### src/rtl/execute_pkg.sv
// rtl/execute_pkg.sv - shared widths, opcodes, FSM states and ALU helper for the execute stage
package execute_pkg;

    localparam int DATA_W = 16;
    localparam int IDX_W  = 4;

    typedef enum logic [3:0] {
        OP_MOV = 4'd0,
        OP_ADD = 4'd1,
        OP_SUB = 4'd2,
        OP_AND = 4'd3,
        OP_OR  = 4'd4,
        OP_XOR = 4'd5,
        OP_NOT = 4'd6,
        OP_SHL = 4'd7,
        OP_SHR = 4'd8,
        OP_MUL = 4'd9
    } opcode_e;

    typedef enum logic [1:0] {
        ST_IDLE,
        ST_SHIFT,
        ST_MUL,
        ST_WB
    } state_e;

    // Returns {carry, result}; shifts by zero fall through to the default and pass A unchanged.
    function automatic logic [DATA_W:0] alu_op(input logic [3:0] op,
                                               input logic [DATA_W-1:0] a,
                                               input logic [DATA_W-1:0] b);
        case (op)
            OP_ADD:  alu_op = {1'b0, a} + {1'b0, b};
            OP_SUB:  alu_op = {1'b0, a} - {1'b0, b};
            OP_AND:  alu_op = {1'b0, a & b};
            OP_OR:   alu_op = {1'b0, a | b};
            OP_XOR:  alu_op = {1'b0, a ^ b};
            OP_NOT:  alu_op = {1'b0, ~a};
            default: alu_op = {1'b0, a};
        endcase
    endfunction

endpackage

### src/rtl/execute_mul_seq.sv
// rtl/execute_mul_seq.sv - 16-cycle shift-add multiplier with start/done and 32-bit product
module mul_seq
    import execute_pkg::*;
(
    input  logic                clk,
    input  logic                resetn,
    input  logic                start,
    input  logic [DATA_W-1:0]   a,
    input  logic [DATA_W-1:0]   b,
    output logic                done,
    output logic [2*DATA_W-1:0] product
);

    logic [2*DATA_W-1:0] mcand;
    logic [DATA_W-1:0]   mplier;
    logic [2*DATA_W-1:0] acc;
    logic [2*DATA_W-1:0] acc_next;
    logic [3:0]          count;
    logic                active;

    // product is the accumulator including this cycle's partial term, so the
    // final value is usable on the same edge that retires the last multiplier bit.
    assign acc_next = acc + (mplier[0] ? mcand : '0);
    assign product  = acc_next;
    assign done     = active && (count == 4'd15);

    always_ff @(posedge clk) begin
        if (!resetn) begin
            mcand  <= '0;
            mplier <= '0;
            acc    <= '0;
            count  <= '0;
            active <= 1'b0;
        end else if (start) begin
            mcand  <= {{DATA_W{1'b0}}, a};
            mplier <= b;
            acc    <= '0;
            count  <= '0;
            active <= 1'b1;
        end else if (active) begin
            acc    <= acc_next;
            mcand  <= mcand << 1;
            mplier <= mplier >> 1;
            count  <= count + 4'd1;
            if (count == 4'd15) begin
                active <= 1'b0;
            end
        end
    end

endmodule

### src/rtl/execute_unit.sv
// rtl/execute_unit.sv - execute stage: single-cycle ALU, serial shifter and sequenced multiplier
module execute_unit
    import execute_pkg::*;
(
    input  logic              C,
    input  logic              RST_N,
    input  logic              START,
    input  logic [3:0]        OPCODE,
    input  logic [IDX_W-1:0]  DEST,
    input  logic [DATA_W-1:0] A,
    input  logic [DATA_W-1:0] B,
    output logic [DATA_W-1:0] D,
    output logic [IDX_W-1:0]  DEST_SEL,
    output logic              LOAD_EN,
    output logic              BUSY,
    output logic              FLAG_Z,
    output logic              FLAG_N,
    output logic              FLAG_C
);

    state_e              state;
    logic [3:0]          op_q;
    logic [IDX_W-1:0]    dest_q;
    logic [DATA_W-1:0]   work;
    logic [3:0]          cnt;

    logic                accept;
    logic                is_shift;
    logic [DATA_W:0]     alu_res;
    logic [DATA_W-1:0]   shift_val;
    logic                shift_out;
    logic                mul_start;
    logic                mul_done;
    logic [2*DATA_W-1:0] mul_product;

    logic                wb_fire;
    logic [DATA_W-1:0]   wb_val;
    logic                wb_c;
    logic [IDX_W-1:0]    wb_dest;

    assign BUSY      = (state != ST_IDLE);
    assign accept    = START && (state == ST_IDLE);
    assign is_shift  = (OPCODE == OP_SHL) || (OPCODE == OP_SHR);
    assign mul_start = accept && (OPCODE == OP_MUL);

    mul_seq u_mul (
        .clk     (C),
        .resetn  (RST_N),
        .start   (mul_start),
        .a       (A),
        .b       (B),
        .done    (mul_done),
        .product (mul_product)
    );

    always_comb begin
        alu_res   = alu_op(OPCODE, A, B);
        shift_val = (op_q == OP_SHL) ? {work[DATA_W-2:0], 1'b0} : {1'b0, work[DATA_W-1:1]};
        shift_out = (op_q == OP_SHL) ? work[DATA_W-1] : work[0];
    end

    // One write-back path shared by the three ways of reaching WB.
    always_comb begin
        wb_fire = 1'b0;
        wb_val  = alu_res[DATA_W-1:0];
        wb_c    = alu_res[DATA_W];
        wb_dest = dest_q;
        case (state)
            ST_IDLE: begin
                wb_fire = accept && (OPCODE < OP_MUL) && !(is_shift && (B[3:0] != 4'd0));
                wb_dest = DEST;
            end
            ST_SHIFT: begin
                wb_fire = (cnt == 4'd1);
                wb_val  = shift_val;
                wb_c    = shift_out;
            end
            ST_MUL: begin
                wb_fire = mul_done;
                wb_val  = mul_product[DATA_W-1:0];
                wb_c    = |mul_product[2*DATA_W-1:DATA_W];
            end
            default: begin
                wb_fire = 1'b0;
            end
        endcase
    end

    always_ff @(posedge C) begin
        if (!RST_N) begin
            state    <= ST_IDLE;
            op_q     <= '0;
            dest_q   <= '0;
            work     <= '0;
            cnt      <= '0;
            D        <= '0;
            DEST_SEL <= '0;
            LOAD_EN  <= 1'b0;
            FLAG_Z   <= 1'b0;
            FLAG_N   <= 1'b0;
            FLAG_C   <= 1'b0;
        end else begin
            LOAD_EN <= wb_fire;
            if (wb_fire) begin
                D        <= wb_val;
                DEST_SEL <= wb_dest;
                FLAG_Z   <= (wb_val == '0);
                FLAG_N   <= wb_val[DATA_W-1];
                FLAG_C   <= wb_c;
            end
            case (state)
                ST_IDLE: begin
                    if (START) begin
                        op_q   <= OPCODE;
                        dest_q <= DEST;
                        work   <= A;
                        cnt    <= B[3:0];
                        if (OPCODE == OP_MUL) begin
                            state <= ST_MUL;
                        end else if (is_shift && (B[3:0] != 4'd0)) begin
                            state <= ST_SHIFT;
                        end else begin
                            state <= ST_WB;
                        end
                    end
                end
                ST_SHIFT: begin
                    if (cnt == 4'd1) begin
                        state <= ST_WB;
                    end else begin
                        work <= shift_val;
                        cnt  <= cnt - 4'd1;
                    end
                end
                ST_MUL: begin
                    if (mul_done) begin
                        state <= ST_WB;
                    end
                end
                default: begin
                    state <= ST_IDLE;
                end
            endcase
        end
    end

endmodule

### config.mk
export PLATFORM = sky130hd
export DESIGN_NAME = execute_unit
export DESIGN_NICKNAME = d
export VERILOG_FILES = /design/src/rtl/execute_pkg.sv /design/src/rtl/execute_mul_seq.sv /design/src/rtl/execute_unit.sv
export SDC_FILE = /design/constraint.sdc
export NUM_CORES = 1
export LEC_CHECK = 0
export ABC_AREA = 1
export BUFFER_PORTS_ARGS = -buffer_cell sky130_fd_sc_hd__buf_2
export CORE_UTILIZATION = 30
export CTS_BUF_LIST = sky130_fd_sc_hd__clkbuf_8
export DETAILED_ROUTE_END_ITERATION = 8
export GPL_TIMING_DRIVEN = 0
export PLACE_DENSITY_LB_ADDON = 0.3
export REMOVE_ABC_BUFFERS = 1
export SYNTH_ARGS = -nofsm -noshare
export SYNTH_HDL_FRONTEND = slang
export SYNTH_SLANG_ARGS = --single-unit
export TNS_END_PERCENT = 10
### constraint.sdc
create_clock -name C -period 3.7 [get_ports C]
set_input_delay 0.185 -clock C [delete_from_list [all_inputs] [get_ports C]]
set_output_delay 0.185 -clock C [all_outputs]
set_load 0.01 [all_outputs]
==> results.toml, run 1 <==
[global_routing]
grt_max_degree = 61
grt_use_total_pct = 18.4
grt_pass1_wl_um = 56500
first_global_vias = 10912
grt-ovfl-total = 0
antenna_found_initial = 0

[worst_setup_path]
crit_type = "in -> reg"
reg2reg_slack_ps = 430
cp-end-kind = "register"
r2r_end = "work[15]"
worstPathMaxFanout = 9
reg2reg_from = "state[1]"
startpoint_type = "input port"
reg2regPathDepth = 9
crit_start = "OPCODE[1]"
crit_required_ps = 4110
worstPathArrival_ps = 3860
critPathCapture = "FLAG_Z"

[floorplanning]
start_util_pct = 30.5
coreArea_mm2 = 0.0367
die_y_um = 195
dieArea_mm2 = 0.0381
num_io_pins = 68
die_x_um = 195
num_rows = 70

[layout]
drive_gt1_share_pct = 7.58
diodes = 0
final_cell_mix = "nand2_1, inv_1, nor2_1, dfxtp_1, a21oi_1"
area_delta_synth_final_pct = 11.4
area.sequential_mm2 = 0.00277
stdcell_count = 2407
final_common_cell = "nand2_1"
multi_input_area_mm2 = 0.00703
fin_util_pct = 34.0
nFillCells = 4134
nNetsFinal = 2058

[worst_hold_path]
hold_class = "in -> reg"

[drt]
postRouteAntennaNets = 0
num_vias = 11759
drc_errors = 0
viasPerCell = 4.89
drt_pass1_iterations = 5
finalWirelength_um = 36100
routedWlPerCell_um = 15.0
drt-initial-drc-count = 703

[clock_network]
cts_buffers = 17
cts_max_path_buffers = 2
tritoncts = "built"
clock_sinks = 138
cts-root-buf = "clkbuf_8"
clk_pin_slew_ps = 100
clock_latency_ps = 470
htree_num_levels = 4

[placed_design]
dpl.hpwl_um = 26600
portBuffers = 67
place_congestion = 0.902
dp_cells = 2358

[yosys]
yosysSeqAreaShare_pct = 24.7
synth-async-reset-ratio_pct = 0
syn_inst = 1889
synth-edff-count = 0
avgSynthCellArea_um2 = 5.93
syn_area_mm2 = 0.0112
synth_top_area_share_pct = 24.7
ys_warn_count = 0
synth_area_leaders = "dfxtp_1, nand2_1, inv_1"
synthFlopType = "dfxtp_1"
ys_types = 45
yosys_register_bits = 138
yosysTopAreaCell = "dfxtp_1"

[timing]
max-slew-margin-rel_pct = 7.29
clock-skew-final_ps = 17.6
rsz0062_at_grt = "yes"
tightest_slew_ps = 1390
hold_viol = 0
fin_crit_ps = 3450
fmax_mhz = 289
report.final.slew_viol_count = 0
finalSetupViolCount = 0
period_share_pct = 93.4

[pwr]
vdd_ir_drop_max_mv = 0.261
p_leak_nw = 6.49
powerDensity_mw_per_mm2 = 391

[status]
status = "finished, final reports clean"

[flow_run]
max_cap_viol_count = 0
## Yosys cell counts (6+ instances only)
cell type / count
nand2_1: 588
inv_1: 298
nor2_1: 185
dfxtp_1: 138
a21oi_1: 128
nand3_1: 110
o21ai_0: 106
ha_1: 87
clkbuf_1: 38
a31oi_1: 27
xor2_1: 24
nor3_1: 21
o211ai_1: 19
buf_2: 18
a221oi_1: 13
nand4_1: 10
o21ai_1: 10
nand3b_1: 6
xnor2_1: 6
## metal layers
layer | GRT usage, % | wire length [um] | up-vias
li1 | - | - | 6056
met1 | 24.8 | 17100 | 5373
met2 | 31.0 | 16700 | 288
met3 | 2.31 | 1640 | 42
met4 | 4.78 | 777 | 0
met5 | 0 | 0 | -
## cell families (layout without fill, tap and decap cells)
kind of cell,after synthesis,in the layout,synth area share [%]
compound gates,320,320,16.0
fa+ha+maj,89,89,10.1
xor+xnor,30,30,2.35
flops,138,138,24.7
simple gates,937,938,33.8
buf+inv,375,424,13.1
## report_power, final
part           switching, mW  leakage [nW]  internal [mW]
Sequential             0.121          1.12           1.69
Combinational           1.19          5.16          0.539
Clock                  0.723         0.205          0.612
## how the worst min path moves through the flow
stage / from / endpoint / slack, ps / cells after the start
after floorplan: RST_N / D[1] / 320 / 2
after global placement: op_q[3] / op_q[3] / 450 / 2
after detailed placement: u_mul.mplier[15] / u_mul.mplier[15] / 460 / 2
after CTS: B[13] / u_mul.mplier[13] / 8 / 3
after global routing: B[1] / u_mul.mplier[1] / 30 / 3
final: OPCODE[2] / op_q[2] / 40 / 3
## worst max-delay path, stage by stage
cell           delay [ps]
dlygate4sd3_1         530
buf_2                 140
inv_1                 100
nor2_2                 60
nand2_4               140
clkinvlp_4            160
buf_4                 180
o21ai_0               200
xor2_1                120
ha_1                  370
nand2_1               180
nor2_2                220
nand3_1               160
nand3_1               110
nand2_1                50
nand3_1               140
nand2_1                70
nand2_1                60
nand2_1                80
nor2_1                110
nand3_1               130
nor2_1                110
nand2_1               110
a21oi_2               130
## area by class of cell
type	instances	area share [%]
Clock buffer	17	1.88
Timing Repair Buffer	82	4.09
Multi-Input combinational cell	1377	56.3
Tap cell	468	4.69
Inverter	307	9.37
Timing Repair inverter	3	0.160
Clock inverter	15	1.30
Sequential cell	138	22.2
## stage by stage
step / instance area, um2 / power, mW / setup WS, ps / TNS (ps) / hold WS [ps]
after floorplan: 10900 / 2.94 / 30.6 / 0 / 321
final: 12500 / 4.87 / 245 / 0 / 36.1
after CTS: 12400 / 4.88 / 20.9 / 0 / 8.18
after global placement: 11800 / 3.48 / -2450 / -191090 / 447
after detailed placement: 11900 / 3.51 / -800 / -22900 / 455
after global routing: 12500 / 5.21 / -46.6 / -46.6 / 33.2
## flip-flops by register name, indices dropped and copies added, names as in the netlist, 2 cells and up
name,cells
state,2
work,16
u_mul.mcand,32
DEST_SEL,4
u_mul.mplier,16
op_q,4
u_mul.acc,32
D,16
cnt,4
dest_q,4
u_mul.count,4
## timing repair
action,CTS,global route
hold buffers,9,0
setup buffers,0,4
endpoints found under the hold margin,13,0
setup endpoints to repair,112,65
resized for setup,8,16
pin swaps,0,1
cloned,1,3
Power figures use the tool's default switching activity.
==> run 2, diff against run 1 <==
- CORE_MARGIN: not set -> 8
- PLACE_DENSITY_LB_ADDON: 0.3 -> not set
==> results.toml, run 2 (same netlist as run 1, synthesis figures left out) <==
[drt]
routedWlPerCell_um = 14.7
drt-initial-drc-count = 875
finalWirelength_um = 35300
postRouteAntennaNets = 0
num_vias = 11759
drt_pass1_iterations = 5
viasPerCell = 4.89
drc_errors = 0

[floorplanning]
die_y_um = 209
start_util_pct = 30.5
die_x_um = 209
dieArea_mm2 = 0.0438
num_io_pins = 68
num_rows = 70
coreArea_mm2 = 0.0367

[clock_network]
cts_buffers = 17
htree_num_levels = 4
clock_latency_ps = 500
clk_pin_slew_ps = 110
cts-root-buf = "clkbuf_8"
tritoncts = "built"
clock_sinks = 138
cts_max_path_buffers = 2

[worst_setup_path]
worstPathArrival_ps = 3910
cp-end-kind = "register"
reg2reg_from = "state[1]"
startpoint_type = "register"
crit_type = "reg -> reg"
crit_start = "state[1]"
worstPathMaxFanout = 17
crit_required_ps = 4130

[layout]
nFillCells = 4073
fin_util_pct = 34.0
area_delta_synth_final_pct = 11.3
final_common_cell = "nand2_1"
reg.largest.list = "u_mul.acc: 32 flops, u_mul.mcand: 32 flops"
nNetsFinal = 2056
final_cell_mix = "nand2_1, inv_1, nor2_1, dfxtp_1, a21oi_1"
drive_gt1_share_pct = 7.07
diodes = 0

[global_routing]
grtUsageMet1_pct = 20.4
antenna_found_initial = 0
use_met3_pct = 2.69
grt_use_total_pct = 15.7
grt_pass1_wl_um = 56900
grt-ovfl-total = 0
gr-usage-met2_pct = 26.5
first_global_vias = 11197
grt-busiest-layer = "met2"
grt_max_degree = 65

[placed_design]
portBuffers = 67
dpl.hpwl_um = 26300
place_congestion = 0.968

[worst_hold_path]
worstHoldStart = "B[12]"
hold_class = "in -> reg"

[timing]
hold_viol = 0
max-slew-margin-rel_pct = 9.06
period_share_pct = 93.9
tightest_slew_ps = 1360
finalSetupViolCount = 0
report.final.slew_viol_count = 0
hold_ws_ps = 31.5
fin_crit_ps = 3470
clock-skew-final_ps = 31.1
fmax_mhz = 288
rsz0062_at_grt = "yes"

[pwr]
p_leak_nw = 6.48
powerDensity_mw_per_mm2 = 397
p_total_mw = 4.95
vdd_ir_drop_max_mv = 0.298

[status]
status = "finished, final reports clean"

[flow_run]
max_cap_viol_count = 0
[run 2: timing repair]
| item | in CTS | in global routing |
|---|---|---|
| gates cloned | 1 | 3 |
| setup endpoints to repair | 79 | 44 |
| endpoints found under the hold margin | 14 | 0 |
| pin swaps | 0 | 1 |
| buffers inserted | 0 | 2 |
| gates resized for setup | 4 | 11 |
| hold buffers | 10 | 0 |
[run 2: worst paths after layout]
path                      endpoint  slack [ps]  cells past startpoint
setup / recovery       DEST_SEL[2]         230                     10
hold / removal    u_mul.mplier[12]          30                      3
setup reg to reg       DEST_SEL[2]         230                     10
hold reg to reg    u_mul.mcand[31]         470                      2
[run 2: final cells by class]
class                      instances  area [um2]  share of cell area (%)
multi-input combinational       1376        7010                    56.2
sequential                       138        2770                    22.2
inverter                         307        1170                    9.40
tap                              468         586                    4.70
timing repair buffer              80         490                    3.93
clock buffer                      17         234                    1.88
clock inverter                    15         188                    1.51
timing repair inverter             4        25.0                   0.201
[run 2: critical path, stage by stage (launching register included)]
cell and delay, ps:
dfxtp_1 360, inv_1 90, ha_1 590, clkinvlp_4 530, nor2_1 290, a31oi_1 100, nand2_1 130, nand2_1 460
clkinvlp_4 550, o21ai_0 120, a31oi_1 170
[run 2: metrics by stage]
stage | setup WS [ps] | area (um2) | std cells | TNS (ps)
after floorplan | 30.6 | 10900 | 1821 | 0
after global placement | -2350 | 11800 | 2356 | -179160
after detailed placement | -664 | 11800 | 2357 | -11770
after CTS | -256 | 12400 | 2400 | -4390
after global routing | -47.2 | 12500 | 2405 | -117
final | 227 | 12500 | 2405 | 0
[run 2: per-layer routing]
layer / vias to the layer above / wire, um
li1: 6059 / -
met1: 5380 / 16500
met2: 270 / 16300
met3: 50 / 1670
met4: 0 / 762
met5: - / 0
[run 2: power breakdown]
| part | total [mW] | internal [mW] | switching, mW | leakage (nW) |
|---|---|---|---|---|
| Combinational | 1.72 | 0.544 | 1.17 | 5.14 |
| Sequential | 1.80 | 1.69 | 0.116 | 1.12 |
| Clock | 1.42 | 0.681 | 0.743 | 0.214 |
| Total | 4.95 | 2.91 | 2.03 | 6.48 |
==> run 3, diff against run 2 <==
- SYNTH_HIERARCHICAL: not set -> 1
==> results.toml, run 3 <==
[yosys]
synth_area_leaders = "dfxtp_1, nand2_1, inv_1"
syn_inst = 1926
yosysSeqAreaShare_pct = 24.2
syn_area_mm2 = 0.0114
synthFlopType = "dfxtp_1"
synth-edff-count = 0
synthTopCellsByCount = "nand2_1, inv_1, nor2_1"
yosysTopAreaCell = "dfxtp_1"
yosysMostFrequentCell = "nand2_1"
ys_types = 42
ys_warn_count = 6
synth-async-reset-ratio_pct = 0
synth_top_area_share_pct = 24.2
avgSynthCellArea_um2 = 5.92
yosys_register_bits = 138

[pwr]
p_int_mw = 2.76
pwr-share-seq_pct = 38.4
switching_share_pct = 42.2
pwr-share-clk_pct = 24.6
p_leak_nw = 6.84
vdd_ir_drop_max_mv = 0.297
net-switching-power_mw = 2.02
comb_power_share_pct = 37.0
powerDensity_mw_per_mm2 = 380

[clock_network]
htree_num_levels = 4
tritoncts = "built"
clock_sinks = 138
cts_buffers = 17
clock_latency_ps = 480
cts-root-buf = "clkbuf_8"
clk_pin_slew_ps = 100
cts_max_path_buffers = 2

[floorplanning]
dieArea_mm2 = 0.0445
num_rows = 71
coreArea_mm2 = 0.0376
num_io_pins = 68
die_y_um = 211
die_x_um = 211
start_util_pct = 30.3

[flow_run]
max_cap_viol_count = 0

[drt]
finalWirelength_um = 36400
drt_pass1_iterations = 5
drc_errors = 0
viasPerCell = 4.78
routedWlPerCell_um = 14.7
num_vias = 11863
drt-initial-drc-count = 971
postRouteAntennaNets = 0

[layout]
reg.largest.list = "u_mul/acc: 32 flops, u_mul/mcand: 32 flops"
nFillCells = 4247
postLayoutCellArea_mm2 = 0.0126
drive_gt1_share_pct = 7.15
final_cell_mix = "nand2_1, inv_1, nor2_1, a21oi_1, dfxtp_1"
area_delta_synth_final_pct = 10.3
final_common_cell = "nand2_1"
diodes = 0
area.sequential_mm2 = 0.00277
fin_util_pct = 33.5
multi_input_area_mm2 = 0.00704
nNetsFinal = 2091

[timing]
tightest_slew_ps = 1160
period_share_pct = 94.1
hold_viol = 0
timing.final.ws_setup_ps = 220
clock-skew-final_ps = 21.1
report.final.slew_viol_count = 0
tns_ps = 0
rsz0062_at_grt = "no"
max-slew-margin-rel_pct = 22.1
fin_crit_ps = 3480
finalSetupViolCount = 0
fmax_mhz = 287

[placed_design]
dpl.hpwl_um = 27600
pre_cts_ws_ps = -862
place_area_mm2 = 0.0121
place_congestion = 0.936
portBuffers = 67

[worst_setup_path]
crit_required_ps = 4020
cp-end-kind = "register"
startpoint_type = "register"
worstPathMaxFanout = 6
worstPathArrival_ps = 3800
crit_type = "reg -> reg"

[global_routing]
first_global_vias = 11113
antenna_found_initial = 0
grt_max_degree = 82
grt_use_total_pct = 16.2
grt_pass1_wl_um = 58200
grt-ovfl-total = 0

[worst_hold_path]
hold_class = "in -> reg"

[status]
status = "finished, final reports clean"
[run 3: timing repair]
item                       CTS  global route
gates resized for setup      3             3
setup endpoints to repair    6             8
pin swaps                    0             1
hold endpoints to repair     9             0
hold buffers                 5             0
buffers inserted             1             3
cloned                       0             0
[run 3: critical path, stage by stage, from the launching register on]
cell and delay [ps]:
dfxtp_4 390, nand2_1 60, inv_1 50, ha_1 240, inv_1 80, fa_1 420, inv_1 130, nand3_1 80
nand3_1 150, nand3_1 100, nand3_1 200, nand2_1 130, nand3_1 120, nand2_1 70, nor4_2 300, nand4_1 280
nand2_1 130, nand3_1 80, nand3_1 210, a21oi_1 90
[run 3: cell families (layout without fill, tap and decap cells)]
group | count (synthesis) | in the layout | share of synthesized area, %
adders and majority gates | 89 | 89 | 9.90
and+or+nand+nor | 935 | 935 | 33.3
DFF | 138 | 138 | 24.2
buffers and inverters | 412 | 458 | 14.2
xor gates and xnor gates | 32 | 32 | 2.52
AOI/OAI and AO/OA | 320 | 320 | 15.8
[run 3: final timing paths]
kind                            cells past startpoint           end            start  slack [ps]
worst min-delay path                                3        cnt[0]             B[0]          50
worst max register to register                     19        FLAG_C  u_mul/mplier[0]         220
worst max-delay path                               19        FLAG_C  u_mul/mplier[0]         220
worst min register to register                      1  u_mul/active   u_mul/count[3]         470
[run 3: routing by layer]
metal | vias to the layer above | global-route usage, % | wire length (um) | share of wire, %
met1 | 5386 | 20.9 | 16800 | 46
met3 | 57 | 2.37 | 1830 | 5.0
met4 | 0 | 6.23 | 1160 | 3.2
met2 | 287 | 26.9 | 16600 | 46
met5 | - | 0 | 0 | 0
li1 | 6133 | - | - | -
[run 3: through the flow]
stage | total power, mW | hold WS [ps] | instances
finish | 4.78 | 53.7 | 2483
CTS | 4.81 | 27.7 | 2480
detailed placement | 3.62 | 453 | 2442
global placement | 3.59 | 447 | 2439
global route | 5.11 | 47.7 | 2483
floorplan | 3.00 | 314 | 1861
[run 3: power by group through the flow]
stage	clock network, mW	logic (mW)	registers [mW]
6_report	1.18	1.77	1.84
5_1_grt	1.27	1.97	1.87
4_1_cts	1.20	1.76	1.84
3_5_place_dp	0	1.74	1.88
3_3_place_gp	0	1.71	1.87
2_1_floorplan	0	1.12	1.88
[run 3: cell type report]
cell class	instances	area share (%)
repair buffers	79	3.70
flip-flops and latches	138	22.0
clock inverters	13	0.756
well taps	511	5.09
inverters	347	10.4
multi-input cells	1376	56.0
clock buffers	19	2.08
